`config.mk`:
```
export PLATFORM = sky130hd
export DESIGN_NAME = ex_muldiv_unit
export DESIGN_NICKNAME = d
export VERILOG_FILES = /design/src/rtl/muldiv_pkg.sv /design/src/rtl/muldiv_iter_dp.sv /design/src/rtl/ex_muldiv_unit.sv
export SDC_FILE = /design/constraint.sdc
export NUM_CORES = 1
export LEC_CHECK = 0
export ABC_AREA = 1
export CORE_ASPECT_RATIO = 0.7
export CORE_MARGIN = 2
export CORE_UTILIZATION = 50
export CTS_CLUSTER_DIAMETER = 150
export DETAILED_ROUTE_END_ITERATION = 8
export PLACE_DENSITY = 0.79
export SYNTH_ARGS = -nofsm -noshare
export SYNTH_HDL_FRONTEND = slang
export SYNTH_SLANG_ARGS = --single-unit
export TNS_END_PERCENT = 1
```
`constraint.sdc`:
```
create_clock -name clk -period 13.35 [get_ports clk]
set_input_delay 1.335 -clock clk [delete_from_list [all_inputs] [get_ports clk]]
set_output_delay 1.335 -clock clk [all_outputs]
set_load 0.03 [all_outputs]
```
`src/rtl/muldiv_pkg.sv`:
```
// Shared constants and state encoding for the iterative RV32M multiply/divide unit.
// Optional build macro (used by ex_muldiv_unit): MULDIV_FAST_MUL_EN.
package muldiv_pkg;

    localparam logic [2:0] F3_MUL    = 3'd0;
    localparam logic [2:0] F3_MULH   = 3'd1;
    localparam logic [2:0] F3_MULHSU = 3'd2;
    localparam logic [2:0] F3_MULHU  = 3'd3;
    localparam logic [2:0] F3_DIV    = 3'd4;
    localparam logic [2:0] F3_DIVU   = 3'd5;
    localparam logic [2:0] F3_REM    = 3'd6;
    localparam logic [2:0] F3_REMU   = 3'd7;

    typedef enum logic [1:0] {
        ST_IDLE = 2'd0,
        ST_CALC = 2'd1,
        ST_DONE = 2'd2
    } state_t;

    // Only signed dividend whose negation overflows
    localparam logic [31:0] DIV_OVF_DIVIDEND = 32'h8000_0000;

    function automatic logic f3_is_div(input logic [2:0] f3);
        return f3[2];
    endfunction

endpackage

```
`src/rtl/muldiv_iter_dp.sv`:
```
// Radix-2 shift/add multiply and restoring-divide datapath on unsigned magnitudes.
// acc holds {high, low}: product (high) / multiplier (low), or remainder (high) / quotient (low).
module muldiv_iter_dp #(
    parameter int XLEN = 32
) (
    input  logic                clk,
    input  logic                rst,
    input  logic                load_i,
    input  logic                step_i,
    input  logic                is_div_i,
    input  logic [XLEN-1:0]     mag_a_i,
    input  logic [XLEN-1:0]     mag_b_i,
    output logic [2*XLEN-1:0]   acc_next_o
);

    logic [2*XLEN-1:0] acc_q, acc_d;
    logic [XLEN-1:0]   operand_q, operand_d;
    logic [XLEN:0]     mul_sum;
    logic [XLEN:0]     rem_shift;
    logic [XLEN:0]     trial;
    logic [2*XLEN-1:0] step_val;

    // The shifted partial remainder needs one extra bit when the divisor exceeds 2^(XLEN-1)
    assign mul_sum   = {1'b0, acc_q[2*XLEN-1:XLEN]} + (acc_q[0] ? {1'b0, operand_q} : '0);
    assign rem_shift = acc_q[2*XLEN-1:XLEN-1];
    assign trial     = rem_shift - {1'b0, operand_q};

    always_comb begin
        step_val = acc_q;
        if (is_div_i) begin
            step_val = {(trial[XLEN] ? rem_shift[XLEN-1:0] : trial[XLEN-1:0]),
                        acc_q[XLEN-2:0], ~trial[XLEN]};
        end else begin
            step_val = {mul_sum, acc_q[XLEN-1:1]};
        end
    end

    always_comb begin
        acc_d     = acc_q;
        operand_d = operand_q;
        if (load_i) begin
            acc_d     = {{XLEN{1'b0}}, mag_a_i};
            operand_d = mag_b_i;
        end else if (step_i) begin
            acc_d = step_val;
        end
    end

    always_ff @(posedge clk or posedge rst) begin
        if (rst) begin
            acc_q     <= '0;
            operand_q <= '0;
        end else begin
            acc_q     <= acc_d;
            operand_q <= operand_d;
        end
    end

    assign acc_next_o = step_val;

endmodule

```
`src/rtl/ex_muldiv_unit.sv`:
```
// Execute-stage RV32M unit: FSM, step counter, sign fix-up and stall/done handshake.
// Build option MULDIV_FAST_MUL_EN: single-cycle multiplies instead of the iterative path.
module ex_muldiv_unit
    import muldiv_pkg::*;
#(
    parameter int XLEN = 32
) (
    input  logic            clk,
    input  logic            rst,
    input  logic            start_i,
    input  logic            flush_i,
    input  logic [2:0]      funct3_i,
    input  logic [XLEN-1:0] op_a_i,
    input  logic [XLEN-1:0] op_b_i,
    input  logic [4:0]      rd_i,
    output logic            stall_o,
    output logic            done_o,
    output logic [XLEN-1:0] result_o,
    output logic [4:0]      rd_o
);

    localparam int              CNT_W    = $clog2(XLEN);
    localparam logic [CNT_W-1:0] CNT_LAST = CNT_W'(XLEN - 1);

    state_t            state_q, state_d;
    logic [CNT_W-1:0]  cnt_q, cnt_d;
    logic [2:0]        funct3_q, funct3_d;
    logic [4:0]        op_rd_q, op_rd_d;
    logic [4:0]        rd_q, rd_d;
    logic              neg_quot_q, neg_quot_d;
    logic              neg_rem_q, neg_rem_d;
    logic [XLEN-1:0]   result_q, result_d;

    logic              a_signed, b_signed, sign_a, sign_b;
    logic [XLEN-1:0]   mag_a, mag_b;
    logic              in_is_div, div_by_zero, div_ovf;
    logic              dp_load, dp_step;
    logic [2*XLEN-1:0] dp_next;
    logic [2*XLEN-1:0] prod_fix;
    logic [XLEN-1:0]   quot_fix, rem_fix, calc_result;

    assign a_signed = (funct3_i == F3_MULH) || (funct3_i == F3_MULHSU) ||
                      (funct3_i == F3_DIV)  || (funct3_i == F3_REM);
    assign b_signed = (funct3_i == F3_MULH) || (funct3_i == F3_DIV) || (funct3_i == F3_REM);
    assign sign_a   = a_signed & op_a_i[XLEN-1];
    assign sign_b   = b_signed & op_b_i[XLEN-1];
    assign mag_a    = sign_a ? -op_a_i : op_a_i;
    assign mag_b    = sign_b ? -op_b_i : op_b_i;

    assign in_is_div   = f3_is_div(funct3_i);
    assign div_by_zero = (op_b_i == '0);
    assign div_ovf     = !funct3_i[0] && (op_a_i == XLEN'(DIV_OVF_DIVIDEND)) && (op_b_i == '1);

`ifdef MULDIV_FAST_MUL_EN
    logic signed [2*XLEN-1:0] fast_a, fast_b, fast_prod;
    logic [XLEN-1:0]          fast_result;

    assign fast_a      = {{XLEN{sign_a}}, op_a_i};
    assign fast_b      = {{XLEN{sign_b}}, op_b_i};
    assign fast_prod   = fast_a * fast_b;
    assign fast_result = (funct3_i == F3_MUL) ? fast_prod[XLEN-1:0] : fast_prod[2*XLEN-1:XLEN];
`endif

    muldiv_iter_dp #(.XLEN(XLEN)) u_dp (
        .clk        (clk),
        .rst        (rst),
        .load_i     (dp_load),
        .step_i     (dp_step),
        .is_div_i   (f3_is_div(funct3_q)),
        .mag_a_i    (mag_a),
        .mag_b_i    (mag_b),
        .acc_next_o (dp_next)
    );

    // Fix-up works on the value the final step produces, so the result is registered on entry to DONE
    assign prod_fix = neg_quot_q ? -dp_next : dp_next;
    assign quot_fix = neg_quot_q ? -dp_next[XLEN-1:0] : dp_next[XLEN-1:0];
    assign rem_fix  = neg_rem_q ? -dp_next[2*XLEN-1:XLEN] : dp_next[2*XLEN-1:XLEN];

    always_comb begin
        calc_result = prod_fix[2*XLEN-1:XLEN];
        if (f3_is_div(funct3_q)) begin
            calc_result = funct3_q[1] ? rem_fix : quot_fix;
        end else if (funct3_q == F3_MUL) begin
            calc_result = prod_fix[XLEN-1:0];
        end
    end

    always_comb begin
        state_d    = state_q;
        cnt_d      = cnt_q;
        funct3_d   = funct3_q;
        op_rd_d    = op_rd_q;
        neg_quot_d = neg_quot_q;
        neg_rem_d  = neg_rem_q;
        result_d   = result_q;
        rd_d       = rd_q;
        dp_load    = 1'b0;
        dp_step    = 1'b0;
        case (state_q)
            ST_IDLE: begin
                if (start_i && !flush_i) begin
                    funct3_d   = funct3_i;
                    op_rd_d    = rd_i;
                    neg_quot_d = sign_a ^ sign_b;
                    neg_rem_d  = sign_a;
                    cnt_d      = '0;
                    if (in_is_div && div_by_zero) begin
                        state_d  = ST_DONE;
                        result_d = funct3_i[1] ? op_a_i : '1;
                        rd_d     = rd_i;
                    end else if (in_is_div && div_ovf) begin
                        state_d  = ST_DONE;
                        result_d = funct3_i[1] ? '0 : XLEN'(DIV_OVF_DIVIDEND);
                        rd_d     = rd_i;
`ifdef MULDIV_FAST_MUL_EN
                    end else if (!in_is_div) begin
                        state_d  = ST_DONE;
                        result_d = fast_result;
                        rd_d     = rd_i;
`endif
                    end else begin
                        state_d = ST_CALC;
                        dp_load = 1'b1;
                    end
                end
            end
            ST_CALC: begin
                if (flush_i) begin
                    state_d = ST_IDLE;
                end else begin
                    dp_step = 1'b1;
                    cnt_d   = cnt_q + 1'b1;
                    if (cnt_q == CNT_LAST) begin
                        state_d  = ST_DONE;
                        result_d = calc_result;
                        rd_d     = op_rd_q;
                    end
                end
            end
            ST_DONE: begin
                state_d = ST_IDLE;
            end
            default: begin
                state_d = ST_IDLE;
            end
        endcase
    end

    always_ff @(posedge clk or posedge rst) begin
        if (rst) begin
            state_q    <= ST_IDLE;
            cnt_q      <= '0;
            funct3_q   <= '0;
            op_rd_q    <= '0;
            neg_quot_q <= 1'b0;
            neg_rem_q  <= 1'b0;
            result_q   <= '0;
            rd_q       <= '0;
        end else begin
            state_q    <= state_d;
            cnt_q      <= cnt_d;
            funct3_q   <= funct3_d;
            op_rd_q    <= op_rd_d;
            neg_quot_q <= neg_quot_d;
            neg_rem_q  <= neg_rem_d;
            result_q   <= result_d;
            rd_q       <= rd_d;
        end
    end

    assign done_o   = (state_q == ST_DONE);
    assign stall_o  = start_i & ~done_o;
    assign result_o = result_q;
    assign rd_o     = rd_q;

endmodule

```
# == Word level (Yosys, flattened, before mapping) ==
# Index checks and enable logic that the tools add are counted.
# classes
addsub,8
mux,42
n_eq_ne,14
bitwise_logic,6
reduce_logical,21
# ops
cell,count
32-bit 2-to-1 mux,16
64-bit 2-to-1 mux,4
32-bit negator,4
32-bit == test (second input constant),2
64-bit negator,1
32-bit one-hot mux with 2 select lines,1
5-bit 2-to-1 mux,7
32-bit by 33-bit adder with 33-bit output,1
33-bit by 32-bit subtractor with 33-bit output,1
32-bit zero test,1
5-bit one-hot mux with 2 select lines,2
2-bit 2-to-1 mux,5
3-bit == test (second input constant),2
1-bit 2-to-1 mux,6
2-bit != test (second input constant),3
3-bit != test (second input constant),2
5-bit by 1-bit adder with 5-bit output (second input constant),1
5-bit == test (second input constant),1
1-bit logical AND,5
1-bit logical OR,5
5-bit AND reduction,1
2-bit one-hot mux with 2 select lines,1
2-bit AND reduction,2
2-bit nonzero test,2
11 further kinds,15
# word_totals
input_bits,76
reg_bits,150
word_cells,101

# == Longest topological paths before layout ==
# Gate-level depths: netlist of the first run.
# depth
word_depth,10
ltp_mapped,36

# == By module ==
# Synthesis of the first run repeated with hierarchy kept, for this count alone.
# hier_totals
cells_unflattened,3269
area_unflattened_um2,18418.9
# by_module_without_submodules
mod,area_each_um2,seq_area_each_um2,cells_per_inst,instances
muldiv_iter_dp,9869.5,2402.3,1650,1
ex_muldiv_unit,8549.4,1351.3,1619,1

# == Worst setup path before layout of the first run ==
# OpenSTA, ideal clock, no wires.
# synth_timing
path_type,flip-flop to flip-flop
startpoint,register u_dp.acc_q[31]
endpoint,"register result_q[18], in the netlist result_o[18]"
path_stages_with_launch,33
slack_ps,9491
arrival_time_ps,3782
n_path_buf,0
setup_ps,77
period_less_slack_ps,3859
cell_sequence,dfrtp_1 > inv_1 > ha_1 > inv_1 > fa_1 > nand2_1 > nand2_1 > nand3_1 > nand2_2 > nand2_2 > nand2_4 > nand2_4 > nand3_4 > nand3_2 > nand2_2 > inv_1 > ha_1 > nand2_1 > nor2_2 > nand4_2 > nor2_4 > nand4_2 > nor2_4 > nand3_2 > nor2_2 > nand3_2 > o21ai_4 > nand3_1 > nand3_1 > nand3_1 > nand2_1 > nand2_1 > a21oi_1
# synth_between
elab_chain_len,10
# synth_lines
item,line,rtl
from (decl),muldiv_iter_dp.sv:16,"logic [2*XLEN-1:0] acc_q, acc_d;"
from (signal assigned),muldiv_iter_dp.sv:51,acc_q <= '0;
from (signal assigned),muldiv_iter_dp.sv:54,acc_q <= acc_d;
33-bit by 32-bit subtractor with 33-bit output,muldiv_iter_dp.sv:26,"assign trial = rem_shift - {1'b0, operand_q};"
32-bit 2-to-1 mux / 1-bit inverter (equally long branches),"muldiv_iter_dp.sv:31, muldiv_iter_dp.sv:32",
64-bit 2-to-1 mux *,muldiv_iter_dp.sv:30,if (is_div_i) begin
64-bit negator (tied with other cells),ex_muldiv_unit.sv:76,assign prod_fix = neg_quot_q ? -dp_next : dp_next;
64-bit 2-to-1 mux (tied with other cells),ex_muldiv_unit.sv:76,
32-bit 2-to-1 mux (on tied branches),"ex_muldiv_unit.sv:84, ex_muldiv_unit.sv:83",
32-bit 2-to-1 mux *,ex_muldiv_unit.sv:82,if (f3_is_div(funct3_q)) begin
32-bit 2-to-1 mux *,ex_muldiv_unit.sv:134,if (cnt_q == CNT_LAST) begin
32-bit 2-to-1 mux *,ex_muldiv_unit.sv:129,if (flush_i) begin
32-bit one-hot mux with 2 select lines *,ex_muldiv_unit.sv:100,case (state_q)
to (signal assigned),ex_muldiv_unit.sv:167,result_q <= result_d;
to (decl),ex_muldiv_unit.sv:32,"logic [XLEN-1:0] result_q, result_d;"
# Every way passes the cells marked *; elsewhere a longest branch is shown, timed or not. The select of a mux whose other input is x is not followed.
# A chain may end at the register's enable or synchronous reset.

# == Worst setup path in the final report of the first run ==
# layout_timing
startpoint,input op_a_i[0]
endpoint,register u_dp.acc_q[25]
# layout_between
elab_chain_len,9
# layout_lines
item,line,rtl
from (decl),ex_muldiv_unit.sv:13,"input logic [XLEN-1:0] op_a_i,"
"parallel branches: the longest is 9 deep, another holds 32-bit negator",n/a,
# Parallel ways; which one is timed is not known.

==> metrics, run 1 <==
outcome=finished, final reports clean; critical path launch point type=input pin; Starting DRT DRC Count=roughly 2700; RSZ-0062 raised after global routing=false; leading area contributor after synthesis=dfrtp_1; DIE AREA=~38000 µm²; post-synth top area share=just over 20%; total gr overflow=0; Worst Hold Class=reg -> reg; dpl hpwl=between 50000 and 60000 µm; Die X=about 230 µm; Yosys Warn Count=0; slew of the pin with the lowest slew margin=about 1.2 ns; slowest CP cell=inv_1; io pins=roughly 120; share of cells above drive strength 1=7.18%; nets=between 3000 and 4000; Final Setup Violations=0; hold_buf cts=0; Placement Rows=58; WHS Endpoint=op_rd_q[3]; EDFF count, synth=0; Area contributors post-synth=dfrtp_1 21%, nand2_1 19%, inv_1 8.9%; Seq/Total Area, Yosys=a little over 20%; Pins Over Slew Limit=0; gpl congestion=about 1.0; relative slew slack=a little over a fifth; die height=around 160 µm; Multi-input gate area=~12000 µm²; worst hold start=op_rd_q[3]; most frequent cell after synthesis=nand2_1; Lkg Pwr=~10 nW; Hold Worst Slack=0.487 ns; critical-path maximum fanout=45; r2r endpoint=result_o[14]; Hold Violations, Final=0; # diodes=0; Worst EP arrival=6.53 ns; FF-to-FF setup slack=7.58 ns; first-pass detailed-route iteration total=6; # H-tree levels=4; Synth Register Bits=150; initial antenna violation count=0; mean post-synth cell area=between 5 and 6 µm²; Mapped Cells=approximately 3000; most frequent CP cell=inv_1; drt wl/cell=around 20 µm; CP Class=in -> reg; most common library cells after synthesis=923 x nand2_1, 432 x inv_1, 323 x nor2_1; Crit. End Element=register; via/cell ratio=~5.8; global-route wire length before repair=between 100000 and 150000 µm; pin count of the biggest net entering global routing=82; ys async rst share=100%; area of the core=between 30000 and 40000 µm²; synthesis-to-layout area growth=10.9%; # resized after CTS=0; Max clock buf depth=2; clk_skew=0.0219 ns; VDD IR max=0.000133 V; clk slew on worst S/H paths=roughly 0.070 ns; Setup TNS=0 ns; worst r2r path cells=34; drc violations=0; Mapped Area=~18000 µm²; PwrDens=~280 nW/µm²; r2r startpoint=u_dp.acc_q[31]; PortBufs=~110; vias in the first global route=18650; Primary FF master, synth=dfrtp_1; clock root cell=clkbuf_16; GR Util All Layers=about two fifths; crit-path cells=clkdlybuf4s50_1 > inv_1 > ha_1 > inv_1 > nor3_2 > nand4_1 > nor3_2 > inv_1 > nor2_1 > nand3_1 > nor4_1 > nand4_1 > nand4_4 > nand2_2 > inv_1 > nand2_1 > o221ai_1; Max-Cap Viols=0; layout filler cell count=roughly 3600; via count=roughly 21000; Syn Nets=3204; Tcrit/Tclk final=between 40% and 50%; Worst path max stage delay=just over 1 ns; FMAX=around 0.16 GHz; Yosys cell types=58; CTS tree=done; Cells on Worst Hold Path=2; Worst EP required=around 14 ns; post-CTS setup buffers=0; drt total wl=73200 µm; min cycle time layout=slightly above 6 ns; Sequential Area=~3800 µm²; Sink Count=150; CTS Buf Count=17; ANT nets after route=0; Skew-Pair Late Insertion Delay=0.46 ns; starting density of the core=approximately half
==> stage by stage <==
stage	area [µm²]	setup WS [ns]	instances	utilization (%)	power, W
2_1_floorplan	18100	7.98	3055	-	0.00383
3_3_place_gp	19500	7.15	3566	54.5	0.00499
3_5_place_dp	19500	7.06	3566	54.5	0.00504
4_1_cts	20100	7.51	3598	56.2	0.00557
5_1_grt	20100	6.99	3598	56.2	0.00612
6_report	20100	7.19	3598	56.2	0.00571
==> power breakdown <==
group / switching, W / internal [W]
logic: 0.00305 / 0.00128
registers: 0.000224 / 0.000634
clock network: 0.000249 / 0.000269
total: 0.00353 / 0.00219
==> per-layer routing <==
metal	share of wire (%)	GRT usage (%)	vias up
li1	-	-	9863
met1	47	58.6	9637
met2	37	50.7	1187
met3	14	13.6	107
met4	1.5	7.48	0
met5	0	0	-
==> final cells by class <==
cell class	count	area share [%]
Clock buffer	17	2.12
Clock inverter	15	0.928
Inverter	452	8.47
Multi-Input combinational cell	2351	60.4
Sequential cell	150	18.7
Tap cell	480	2.99
Timing Repair Buffer	133	6.39
==> cell families (layout without fill, tap and decap cells) <==
kind of cell | Yosys count | count (layout) | synth area share [%]
AOI/OAI and AO/OA | 459 | 459 | 14.6
xor gates and xnor gates | 112 | 112 | 5.41
adders and majority gates | 73 | 73 | 5.12
buffers and inverters | 554 | 617 | 12.4
DFF | 150 | 150 | 20.7
and+or+nand+nor | 1707 | 1707 | 41.8
==> cells in the final DEF, fill, tap and decap left out, drive strengths merged, types with 37 or more instances in the layout <==
cell	count
nand2	986
inv	455
nor2	360
nand3	237
o21ai	186
a21oi	162
dfrtp	150
clkdlybuf4s50	114
xor2	88
ha	71
nand4	42
nor3	37
==> worst max-delay path by stage <==
stage,slack (ns),depth (start not counted),endpoint,from
finish,7.19,17,u_dp.acc_q[25],op_a_i[0]
global route,6.99,17,u_dp.acc_q[25],op_a_i[0]
global placement,7.15,17,u_dp.acc_q[21],op_a_i[0]
floorplan,7.98,1,cnt_q[0],rst
detailed placement,7.06,17,u_dp.acc_q[25],op_a_i[0]
CTS,7.51,17,u_dp.acc_q[25],op_a_i[0]
==> sequential cells by signal, indices dropped and copies added, names as in the netlist <==
register        cells
cnt_q               5
funct3_q            3
neg_quot_q          1
neg_rem_q           1
op_rd_q             5
rd_o                5
result_o           32
state_q             2
u_dp.acc_q         64
u_dp.operand_q     32
==> worst max-delay path: cells and delay by family <==
family | cells | cell delay, ns
adder cells (fa/ha/maj) | 1 | 0.23
buffers and inverters | 5 | 1.95
AO/OA/AOI/OAI | 1 | 0.11
AND/OR/NAND/NOR | 10 | 2.82
(Power assumes the default switching activity.)
==> run 2, diff against run 1 <==
==> constraint.sdc (replaced) <==
create_clock -name clk -period 6 [get_ports clk]
set_input_delay 0.6 -clock clk [delete_from_list [all_inputs] [get_ports clk]]
set_output_delay 0.6 -clock clk [all_outputs]
set_load 0.03 [all_outputs]
==> run 2 against run 1 <==
  * Via count up 3.9%
  * Register-to-register slack worse by 6.9 ns
  * Worst hold slack better by 0.0048 ns
  * Routed wire length increased by 14%
  * Non-clock buffer count is 21 higher
  * Global-route usage grew 5.1 points
  * Sequential power grew 110%
  * Combinational power up 140%
  * Total power is 130% higher
  * Largest power group unchanged
  * Highest routed layer unchanged
==> metrics, run 2 (same netlist as run 1, synthesis figures left out) <==
outcome=finished, final reports clean; total gr overflow=0; hold_buf cts=0; nets=~3300; Pins Over Slew Limit=0; Final Setup Violations=0; final instance area=between 20000 and 25000 µm²; drt wl/cell=between 20 and 25 µm; post-CTS setup buffers=0; Setup TNS=0 ns; most frequent CP cell=nand2_1; gpl congestion=around 1.1; io pins=between 100 and 150; fin cells=about 3600; Inst Count DP=about 3600; slowest CP cell=fa_1; # resized after CTS=0; Worst path max stage delay=about 0.40 ns; die height=approximately 160 µm; Top delay family on crit path=simple AND/OR/NAND/NOR gates; relative slew slack=around 7.3%; CTS tree=done; grt peak-use layer=met1; RSZ-0062 raised after global routing=false; clk slew on worst S/H paths=0.08 ns; global-route wire length before repair=between 100000 and 150000 µm; # diodes=0; clock root cell=clkbuf_16; utilization after layout=between 50% and 60%; synthesis-to-layout area growth=11.8%; Lkg Pwr=10.5 nW; share of cells above drive strength 1=under 10%; min cycle time layout=roughly 5.3 ns; Sink Count=150; # H-tree levels=4; dpl hpwl=~65000 µm; via count=~22000; ANT nets after route=0; via/cell ratio=slightly below 6; Hold Violations, Final=0; starting density of the core=50.6%; met1 Resource Use GR=65.8%; critical path launch point type=register; drc violations=0; most common cell after layout, fill and taps aside=nand2_1; Worst EP required=about 6.4 ns; placement-stage cell area=between 15000 and 20000 µm²; FMAX=about 0.19 GHz; first-pass detailed-route iteration total=8; slew of the pin with the lowest slew margin=1.39 ns; area of the core=35800 µm²; clk_skew=around 0.016 ns; CTS Buf Count=17; Placement Rows=58; Worst Hold Class=reg -> reg; Starting DRT DRC Count=3392; pin count of the biggest net entering global routing=between 100 and 150; PwrDens=659 nW/µm²; Skew-Pair Late Insertion Delay=0.47 ns; initial antenna violation count=0; critical-path maximum fanout=5; drt total wl=slightly above 80000 µm; Max-Cap Viols=0; routing usage on met2=between 50% and 60%; GR Util All Layers=43.4%; Die X=about 230 µm; Max clock buf depth=2; met3 Use GR=18.7%; Crit. End Element=register; Tcrit/Tclk final=between 80% and 90%; max reg flops=64; vias in the first global route=between 15000 and 20000; CP Class=reg -> reg; Worst EP arrival=between 5 and 6 ns; Most flops, register=u_dp.acc_q; most frequent cells in the layout=923 x nand2_1, 431 x inv_1, 322 x nor2_1, 217 x nand3_1, 156 x a21oi_1; CP bufs+invs=3; Hold Worst Slack=between 0.4 and 0.5 ns; VDD IR max=roughly 0.00033 V; DIE AREA=approximately 38000 µm²; PortBufs=between 100 and 150
[run 2: cell types whose count changed in the layout (fill, tap and decap cells not counted)]
cell        previous run  this run
buf_4                 19        39
clkinvlp_4             3         1
buf_12                 0         1
bufinv_16              1         0
clkinv_4               0         1
clkinv_8               4         5
inv_8                  3         4
[run 2: worst min-delay path, stage by stage, from the launching register on]
cell and delay [ns]:
dfrtp_1 0.35, nand2_1 0.06, nand2_1 0.06
[run 2: layer usage]
layer / share of wire [%] / up-vias
met5: 0 / -
met4: 1.5 / 0
met3: 17 / 96
met2: 37 / 1600
met1: 45 / 9997
li1: - / 9911
[run 2: path summary, 6_finish.rpt]
path                           startpoint             end  slack [ns]  cells after the start
hold / removal                 op_rd_q[3]      op_rd_q[3]        0.49                      2
min in group asynchronous             rst  u_dp.acc_q[60]        0.76                      2
setup reg to reg           u_dp.acc_q[31]    result_o[14]        0.69                     34
hold reg to reg                op_rd_q[3]      op_rd_q[3]        0.49                      2
setup / recovery           u_dp.acc_q[31]    result_o[14]        0.69                     34
max in group asynchronous             rst   u_dp.acc_q[8]        3.88                      3
[run 2: area by class of cell]
cell class,count,area (µm²)
clock buffer,17,425
clock inverter,15,178
fill,3611,15500
inverter,452,1700
multi-input combinational,2351,12100
sequential,150,3760
tap,480,601
timing repair buffer,154,1450
[run 2: stage by stage]
stage               worst slack [ns]  power [W]
floorplan                       1.36    0.00851
global placement               0.692     0.0116
detailed placement             0.668     0.0117
CTS                            0.889     0.0129
global route                   0.346     0.0141
finish                         0.688     0.0134
[run 2: power by group]
group	internal (W)	switching [W]	total, W
logic	0.00293	0.00743	0.0104
clock network	0.000564	0.000584	0.00115
registers	0.00141	0.000432	0.00184
total	0.00491	0.00844	0.0134
